<file path="src/rtl/dmem_pkg.sv">
// dmem_pkg: size encodings, FSM states and byte-enable helper for dmem_bytelane
package dmem_pkg;
   localparam logic [1:0] SZ_BYTE  = 2'd0;
   localparam logic [1:0] SZ_HALF  = 2'd1;
   localparam logic [1:0] SZ_WORD  = 2'd2;
   localparam logic [1:0] SZ_DWORD = 2'd3;

   typedef enum logic {ST_INIT, ST_RUN} state_t;

   function automatic logic [7:0] byte_mask(input logic [1:0] size, input logic [2:0] lane);
      return 8'(((9'd1 << (4'd1 << size)) - 9'd1) << lane);
   endfunction
endpackage

</file>
<file path="src/rtl/dmem_lane_align.sv">
// dmem_lane_align: byte-lane steering for stores, extension for loads, alignment check
module dmem_lane_align
   import dmem_pkg::*;
#(
   parameter int DATA_W = 32,
   localparam int NB = DATA_W / 8,
   localparam int LB = $clog2(NB)
) (
   input  logic [1:0]        size,
   input  logic [LB-1:0]     lane,
   input  logic              uns,
   input  logic [DATA_W-1:0] wdata,
   input  logic [DATA_W-1:0] rword,
   output logic [NB-1:0]     be,
   output logic [DATA_W-1:0] wdata_al,
   output logic [DATA_W-1:0] rdata_ext,
   output logic              misalign
);
   logic [2:0]        lane3;
   logic [DATA_W-1:0] sh, keep, msb;

   // keep masks the access width; msb is its top bit, used as the sign source
   always_comb begin
      lane3     = 3'(lane);
      be        = NB'(byte_mask(size, lane3));
      misalign  = |(lane3 & 3'((4'd1 << size) - 4'd1));
      wdata_al  = wdata << {lane, 3'b000};
      sh        = rword >> {lane, 3'b000};
      keep      = (32'(size) >= LB) ? '1 : (DATA_W'(1) << (7'd8 << size)) - DATA_W'(1);
      msb       = keep & ~(keep >> 1);
      rdata_ext = (sh & keep) | ({DATA_W{~uns && |(sh & msb)}} & ~keep);
   end
endmodule

</file>
<file path="src/rtl/dmem_bytelane.sv">
// dmem_bytelane: byte-addressable data memory with init sweep and fixed-latency responses
module dmem_bytelane
   import dmem_pkg::*;
#(
   parameter int DATA_W = 32,
   parameter int DEPTH = 64,
   parameter int RD_LAT = 1,
   parameter logic [DATA_W-1:0] INIT_VAL = '1,
   localparam int NB = DATA_W / 8,
   localparam int LB = $clog2(NB),
   localparam int WI = $clog2(DEPTH),
   localparam int ADDR_W = WI + LB
) (
   input  logic              clk,
   input  logic              rst_n,
   input  logic              req_valid,
   output logic              req_ready,
   input  logic              req_we,
   input  logic [1:0]        req_size,
   input  logic              req_unsigned,
   input  logic [ADDR_W-1:0] req_addr,
   input  logic [DATA_W-1:0] req_wdata,
   output logic              rsp_valid,
   output logic [DATA_W-1:0] rsp_rdata,
   output logic              rsp_err
);
   localparam int PW = RD_LAT * DATA_W;

   state_t                        state, state_nx;
   logic [WI-1:0]                 cnt;
   logic [DATA_W-1:0]             mem [DEPTH];
   logic [LB-1:0]                 lane;
   logic [WI-1:0]                 widx;
   logic [NB-1:0]                 be;
   logic [DATA_W-1:0]             wal, rext, d0;
   logic                          misalign, err, acc;
   logic [RD_LAT-1:0]             pv, pe;
   logic [RD_LAT-1:0][DATA_W-1:0] pd;

   assign lane = req_addr[LB-1:0];
   assign widx = req_addr[ADDR_W-1:LB];
   assign acc  = req_valid && req_ready;
   assign err  = (32'(req_size) > LB) || misalign;
   assign d0   = (acc && !req_we && !err) ? rext : '0;

   dmem_lane_align #(.DATA_W(DATA_W)) u_align (
      .size     (req_size),
      .lane     (lane),
      .uns      (req_unsigned),
      .wdata    (req_wdata),
      .rword    (mem[widx]),
      .be       (be),
      .wdata_al (wal),
      .rdata_ext(rext),
      .misalign (misalign)
   );

   // state register and sweep counter; reset always restarts the sweep at word 0
   always_ff @(posedge clk or negedge rst_n)
      if (!rst_n) begin
         state <= ST_INIT;
         cnt   <= '0;
      end else begin
         state <= state_nx;
         cnt   <= (state == ST_INIT) ? cnt + 1'b1 : cnt;
      end

   // leave INIT once the last word has been written
   always_comb state_nx = (state == ST_INIT && cnt == WI'(DEPTH - 1)) ? ST_RUN : state;

   // requests are only taken once the sweep is done
   always_comb req_ready = (state == ST_RUN);

   // single write port shared by the init sweep and byte-enabled stores
   always_ff @(posedge clk)
      if (state == ST_INIT)
         mem[cnt] <= INIT_VAL;
      else if (acc && req_we && !err)
         for (int b = 0; b < NB; b++)
            if (be[b]) mem[widx][8*b +: 8] <= wal[8*b +: 8];

   // response shift register; stage 0 is loaded at the accepting edge
   always_ff @(posedge clk or negedge rst_n)
      if (!rst_n) begin
         pv <= '0;
         pe <= '0;
         pd <= '0;
      end else begin
         pv <= RD_LAT'({pv, acc});
         pe <= RD_LAT'({pe, acc && err});
         pd <= PW'({pd, d0});
      end

   assign rsp_valid = pv[RD_LAT-1];
   assign rsp_err   = pe[RD_LAT-1];
   assign rsp_rdata = pd[RD_LAT-1];
endmodule

</file>
<file path="config.mk">
export PLATFORM = sky130hd
export DESIGN_NAME = dmem_bytelane
export DESIGN_NICKNAME = d
export VERILOG_FILES = /design/src/rtl/dmem_pkg.sv /design/src/rtl/dmem_lane_align.sv /design/src/rtl/dmem_bytelane.sv
export SDC_FILE = /design/constraint.sdc
export NUM_CORES = 2
export LEC_CHECK = 0
export CAP_MARGIN = 20
export CORE_ASPECT_RATIO = 0.7
export CORE_MARGIN = 1.5
export CORE_UTILIZATION = 45
export CTS_BUF_LIST = sky130_fd_sc_hd__clkbuf_16
export CTS_CLUSTER_SIZE = 12
export DETAILED_ROUTE_END_ITERATION = 8
export HOLD_SLACK_MARGIN = 0.08
export PLACE_DENSITY = 0.65
export SETUP_SLACK_MARGIN = 0.3
export SLEW_MARGIN = 20
export SYNTH_ARGS = -nofsm -noshare
export SYNTH_HDL_FRONTEND = slang
export SYNTH_HIERARCHICAL = 1
export SYNTH_SLANG_ARGS = --single-unit
</file>
<file path="constraint.sdc">
create_clock -name clk -period 4.6 [get_ports clk]
set_input_delay 1.38 -clock clk [delete_from_list [all_inputs] [get_ports clk]]
set_output_delay 1.38 -clock clk [all_outputs]
set_load 0.01 [all_outputs]
</file>
Yosys cells after proc, flatten, opt, wreduce, memory -nomap -nowiden
Memory sizes are Yosys's and may differ from the RTL's.
Index checks and enable logic that the tools add are counted.

word-level totals
  register bits = 41
  latch bits = 0
  bits in writable memories = 2048
  bits in read-only memories = 0
  input bits = 47
  output and inout bits = 35
  logic and storage cells = 66
  memories = 1

memory list
  name  words  width  read ports  clocked after Yosys merged registers in  write ports  RTL line             source
  mem   64     32     1           0                                        1            dmem_bytelane.sv:31  logic [DATA_W-1:0] mem [DEPTH];

cells by class
  add/subtract/negate cells = 4
  $mul = 0
  divide/modulo/power cells = 0
  magnitude comparators = 2
  equal/unequal tests = 1
  shift operators = 7
  muxes and demuxes = 22
  bitwise logic cells = 10
  reduce and logical (&&, ||, !) cells = 14

operators with widths
  kind                   number
  $and 32x32->32         4
  $mux 32                3
  $reduce_or 32->1       2
  $not 31->32            1
  $not 32->32            1
  $or 32x32->32          1
  $shl 1x7->32 const A   1
  $shl 32x5->32          1
  $shr 32x5->32          1
  $sub 32x1->32 const B  1
  $mux 1                 17
  $shl 1x4->9 const A    1
  $shl 9x2->4            1
  $sub 9x1->9 const B    1
  $logic_and 1x1->1      8
  $shl 4x2->7 const A    1
  $add 6x1->6 const B    1
  $eq 6x6->1 const B     1
  $mux 6                 1
  $mux 4                 1
  $shl 1x2->4 const A    1
  $and 2x3->3            1
  $reduce_or 3->1        1
  $sub 3x1->3 const B    1
  5 further kinds        7

Depth between registers and ports, before layout
  depth after elaboration = 12
  gate-level depth with buffers = 16
  mapped depth without buffers = 10

Hierarchy
The synthesis kept the hierarchy.

modules (own cells, without submodules)
  module           instances  cells an instance  area each (um^2)  seq. area each (um^2)
  dmem_bytelane    1          3672               80878.8           62525.0
  dmem_lane_align  1          197                1246.2            0.0

Worst setup path after synthesis
Ideal clock, no wire load.

  path kind = in2reg
  start = input port req_addr[0]
  end = memory mem[26][24], enable pin
  library setup time = 0.370 ns
  data arrival time = 4.265 ns
  data required time = 4.230 ns
  setup slack = -0.035 ns
  stages = 11
  buffers on the path = 4
  cell sequence = buf_4 -> buf_2 -> buf_1 -> nor3_1 -> nor2_1 -> or4_1 -> nand4_1 -> buf_2 -> mux2i_1 -> nand2_1 -> nor2_1

between the ends
  elaborated cells between the ends (all ways) = 25
  those cells by class = 1 x shift; 18 x mux; 1 x bitwise; 5 x reduce/logical

RTL lines
  what                                               RTL line             source
  from (decl)                                        dmem_bytelane.sv:21  input logic [ADDR_W-1:0] req_addr,
  $shl 9x2->4 *                                      dmem_pkg.sv:11       return 8'(((9'd1 << (4'd1 << size)) - 9'd1) << lane);
  via be[1]                                          dmem_bytelane.sv:34  logic [NB-1:0] be;
  $mux 1 *                                           dmem_bytelane.sv:80  if (be[b]) mem[widx][8*b +: 8] <= wal[8*b +: 8];
  $mux 1 *                                           dmem_bytelane.sv:78  else if (acc && req_we && !err)
  $mux 1 *                                           dmem_bytelane.sv:76  if (state == ST_INIT)
  $mux 1 (implied by the code) *                     dmem_bytelane.sv:80
  $reduce_or 32->1 (no line) *                       n/a
  $mux 6 (no line) / $mux 4 (equally long branches)  n/a
  to (decl)                                          dmem_bytelane.sv:31

Mark *: on every way through the listed nets, which the timed path passes. The rest lies on a longest branch.

Worst setup path after layout
  start = input port req_size[0]
  end = memory mem[40][24], enable pin

between the ends
  elaborated cells between the ends (all ways) = 30
  those cells by class = 2 x add/sub; 1 x order compare; 3 x shift; 18 x mux; 1 x bitwise; 5 x reduce/logical

RTL lines
  what                                               RTL line               source
  from (decl)                                        dmem_bytelane.sv:19    input logic [1:0] req_size,
  $shl 1x2->4 *                                      dmem_lane_align.sv:26  misalign = |(lane3 & 3'((4'd1 << size) - 4'd1));
  $shl 1x4->9 *                                      dmem_pkg.sv:11
  $sub 9x1->9 *                                      dmem_pkg.sv:11
  $shl 9x2->4 *                                      dmem_pkg.sv:11
  via be[1]                                          dmem_bytelane.sv:34
  $mux 1 *                                           dmem_bytelane.sv:80
  $mux 1 *                                           dmem_bytelane.sv:78
  $mux 1 *                                           dmem_bytelane.sv:76
  $mux 1 (implied by the code) *                     dmem_bytelane.sv:80
  $reduce_or 32->1 (no line) *                       n/a
  $mux 6 (no line) / $mux 4 (equally long branches)  n/a

Marks and branches as above.

==> impl_metrics.env <==
export IMPL_synth_avg_cell_area_um2=21.23
export IMPL_finalSetupViolCount=0
export IMPL_status="completed"
export IMPL_ys_seq_area_share_pct=76.13
export IMPL_fmaxAchievable_mhz=240.1
export IMPL_worstSetupEndpointType="flop"
export IMPL_via_count=42990
export IMPL_chipHeight_um=360.4
export IMPL_grt_pass1_vias=42060
export IMPL_power_total_mw=36.48
export IMPL_yosysTopAreaCellShare_pct=74.88
export IMPL_finalHoldViolations=0
export IMPL_grt_max_degree=65
export IMPL_period_share_pct=90.56
export IMPL_placed_area_um2=92690
export IMPL_cts_root_buf="clkbuf_16"
export IMPL_cts_max_level=4
export IMPL_first_pass_iters=6
export IMPL_finalMaxSlewViolations=0
export IMPL_initial_core_util_pct=45.53
export IMPL_die_w_um=513.6
export IMPL_syn_num_nets=3917
export IMPL_drc=0
export IMPL_cts_sinks=2089
export IMPL_synthArstFlopShare_pct=1.963
export IMPL_clock_latency_ns=0.83
export IMPL_cts_setup_buffers=0
export IMPL_drt_iter0_markers=6072
export IMPL_crit_top_cell="nor2_1"
export IMPL_worstReg2RegEnd="rsp_rdata[25]$_DFF_PN0_"
export IMPL_grt_remaining_overflow=0
export IMPL_final_cells=7074
export IMPL_drive_above_1_share_pct=35.59
export IMPL_postCtsHoldBufs=0
export IMPL_worst_slack_ns=0.4343
export IMPL_grt_pass1_wl_um=319800
export IMPL_synth_flop_cell="edfxtp_1"
export IMPL_cp_start_kind="input port"
export IMPL_drv_cap=0
export IMPL_finalWirelength_um=226100
export IMPL_fin_nets=4655
export IMPL_ys_warn_count=6
export IMPL_yosys_area_top_type="edfxtp_1"
export IMPL_pre_cts_ws_ns=-0.4690
export IMPL_yosysMostFrequentCell="edfxtp_1"
export IMPL_cts_tree="done"
export IMPL_dp_cells=6784
export IMPL_synth_seq_cells=2089
export IMPL_critPathMaxStageDelay_ns=0.78
export IMPL_power_density_nw_per_um2=371.3
export IMPL_clockBufferDepth=3
export IMPL_r2r_start="mem[47][31]$_DFFE_PP_"
export IMPL_io_buffers=81
export IMPL_p_leak_nw=27.66
export IMPL_rr_worst_depth=12
export IMPL_core_um2=180400
export IMPL_fp_row_count=130
export IMPL_critPathTopFamily="simple AND/OR/NAND/NOR gates"
export IMPL_r2r_slack_ns=1.41
export IMPL_fin_tns_setup_ns=0
export IMPL_syn_area_um2=82130
export IMPL_fillers=13540
export IMPL_cts_buffers=197
export IMPL_ir_drop_mv=0.3799
export IMPL_ios=82
export IMPL_worstPathRequired_ns=5.03
export IMPL_synth_common_cells="edfxtp_1 (2,048), mux4_2 (566), nor2_1 (318), nand2_1 (128), mux2i_1 (97)"
export IMPL_worst_hold_slack_ns=0.5508
export IMPL_layout_min_cycle_time_ns=4.166
export IMPL_grtUsageTotal_pct=24.59
export IMPL_dieArea_um2=185100
export IMPL_worstPathMaxFanout=14
export IMPL_maxSlewHeadroom_pct=34.69
export IMPL_rsz0062_at_grt="false"
export IMPL_crit_buf_inv=3
export IMPL_hp_class="input port to asynchronous set/reset pin"
export IMPL_routabilityCongestion=0.9695
export IMPL_crit_chain="clkdlybuf4s50_1 > nor3_1 > nor2_1 > or4_1 > nand4_1 > buf_12 > buf_4 > mux2_2 > nand2_1 > nor2_1"
export IMPL_slowest_stage="nor2_1"
export IMPL_area_delta_synth_final_pct=19.66
export IMPL_detail_route_vias_per_cell=6.077
export IMPL_hpwl_um=156100
export IMPL_wl_per_cell_um=31.96
export IMPL_drtAntennaViolNets=0
export IMPL_fin_area_um2=98270
export IMPL_yosysUniqueCellTypes=58
export IMPL_antenna_found_initial=11
export IMPL_worstMarginPinSlew_ns=0.9760
export IMPL_criticalPathCategory="input port to flop"
export IMPL_yosys_top_cells_area="edfxtp_1 (75%), mux4_2 (16%), nor2_1 (1.5%)"
export IMPL_cts_clk_slew_worst_paths_ns=0.06
export IMPL_synth_edf_count=2048
export IMPL_syn_inst=3869
export IMPL_skew_ns=0.03544
export IMPL_cp_data_arrival_time_ns=4.59
export IMPL_post_route_util_pct=54.48
[report_power, final]
group / internal, mW / switching (mW) / total (mW)
Combinational: 0.551 / 0.745 / 1.30
Sequential: 20.6 / 0 / 20.6
Clock: 7.87 / 6.75 / 14.6
Total: 29.0 / 7.50 / 36.5
[worst reg2reg max path, stage by stage (launching register included)]
cell	delay (ns)
edfxtp_1	0.32
mux2i_1	0.08
o22ai_1	0.21
o22ai_1	0.10
a2111o_1	0.53
a21oi_1	0.56
buf_4	0.27
nand2b_4	0.07
a311oi_2	0.29
o211ai_2	0.20
buf_4	0.23
nand2_1	0.10
and2_1	0.17
[sequential cells by signal, indices dropped and copies added (netlist names)]
| name | cells |
|---|---|
| cnt | 6 |
| mem | 2048 |
| req_ready | 1 |
| rsp_err | 1 |
| rsp_rdata | 32 |
| rsp_valid | 1 |
[layout make-up]
cell class / count / area, um^2 / share of cell area [%]
flip-flops and latches: 2089 / 62530 / 63.63
multi-input cells: 1561 / 18860 / 19.20
repair buffers: 751 / 8323 / 8.470
clock buffers: 200 / 5005 / 5.093
well taps: 2376 / 2973 / 3.025
clock inverters: 84 / 535.5 / 0.5450
inverters: 7 / 28.78 / 0.02928
diodes: 6 / 15.01 / 0.01528
[metal layers]
layer  global-route usage [%]  vias to the layer above  wire length [um]
met5                   0.5169                        -               195
met4                    6.745                       13              6071
met3                    6.655                      345             25310
met2                    35.84                     2335            100800
met1                    36.51                    22790             93730
li1                         -                    17510                 -
[cell families (layout without fill, tap and decap cells)]
group,count (synthesis),count (layout),synth area share (%)
adders and majority gates,1,1,0.01523
muxes,689,689,17.06
other,0,6,0
buffers and inverters,219,1042,1.333
xor gates and xnor gates,5,5,0.05333
AOI/OAI and AO/OA,259,259,2.147
DFF,2089,2089,76.13
and+or+nand+nor,607,607,3.257
[how the worst max path moves through the flow]
stage               slack, ns  cells after the start               endpoint        start
floorplan                0.09                     11  mem[26][24]$_DFFE_PP_  req_addr[0]
global placement        -0.54                     13   mem[26][2]$_DFFE_PP_  req_size[0]
detailed placement      -0.47                     11   mem[4][19]$_DFFE_PP_  req_size[0]
CTS                      0.39                     13   mem[26][5]$_DFFE_PP_  req_size[0]
global route             0.31                     11  mem[54][27]$_DFFE_PP_  req_size[0]
finish                   0.43                     10  mem[40][24]$_DFFE_PP_  req_size[0]
[cell usage in the layout (no fill, tap or decap), types with 25 or more instances in the layout]
cell type        count
mux4_2             566
nor2_1             182
buf_4              472
buf_12             199
mux2i_1             95
inv_1               61
a211oi_1            25
clkdlybuf4s50_1     72
edfxtp_1          2048
nor2_2             136
o21ai_0             36
o22ai_1             54
and2_1              50
a22oi_1             34
nand2_1            128
clkbuf_16          200
or2_2               34
nor2b_1             26
a21oi_1             43
mux2_2              26
dfrtp_1             41
[repair_timing]
item / 4_1_cts / 5_1_grt
endpoints found under the hold margin: 0 / 0
gates resized for setup: 0 / 9
setup endpoints to repair: 0 / 57
(Power assumes the default switching activity.)
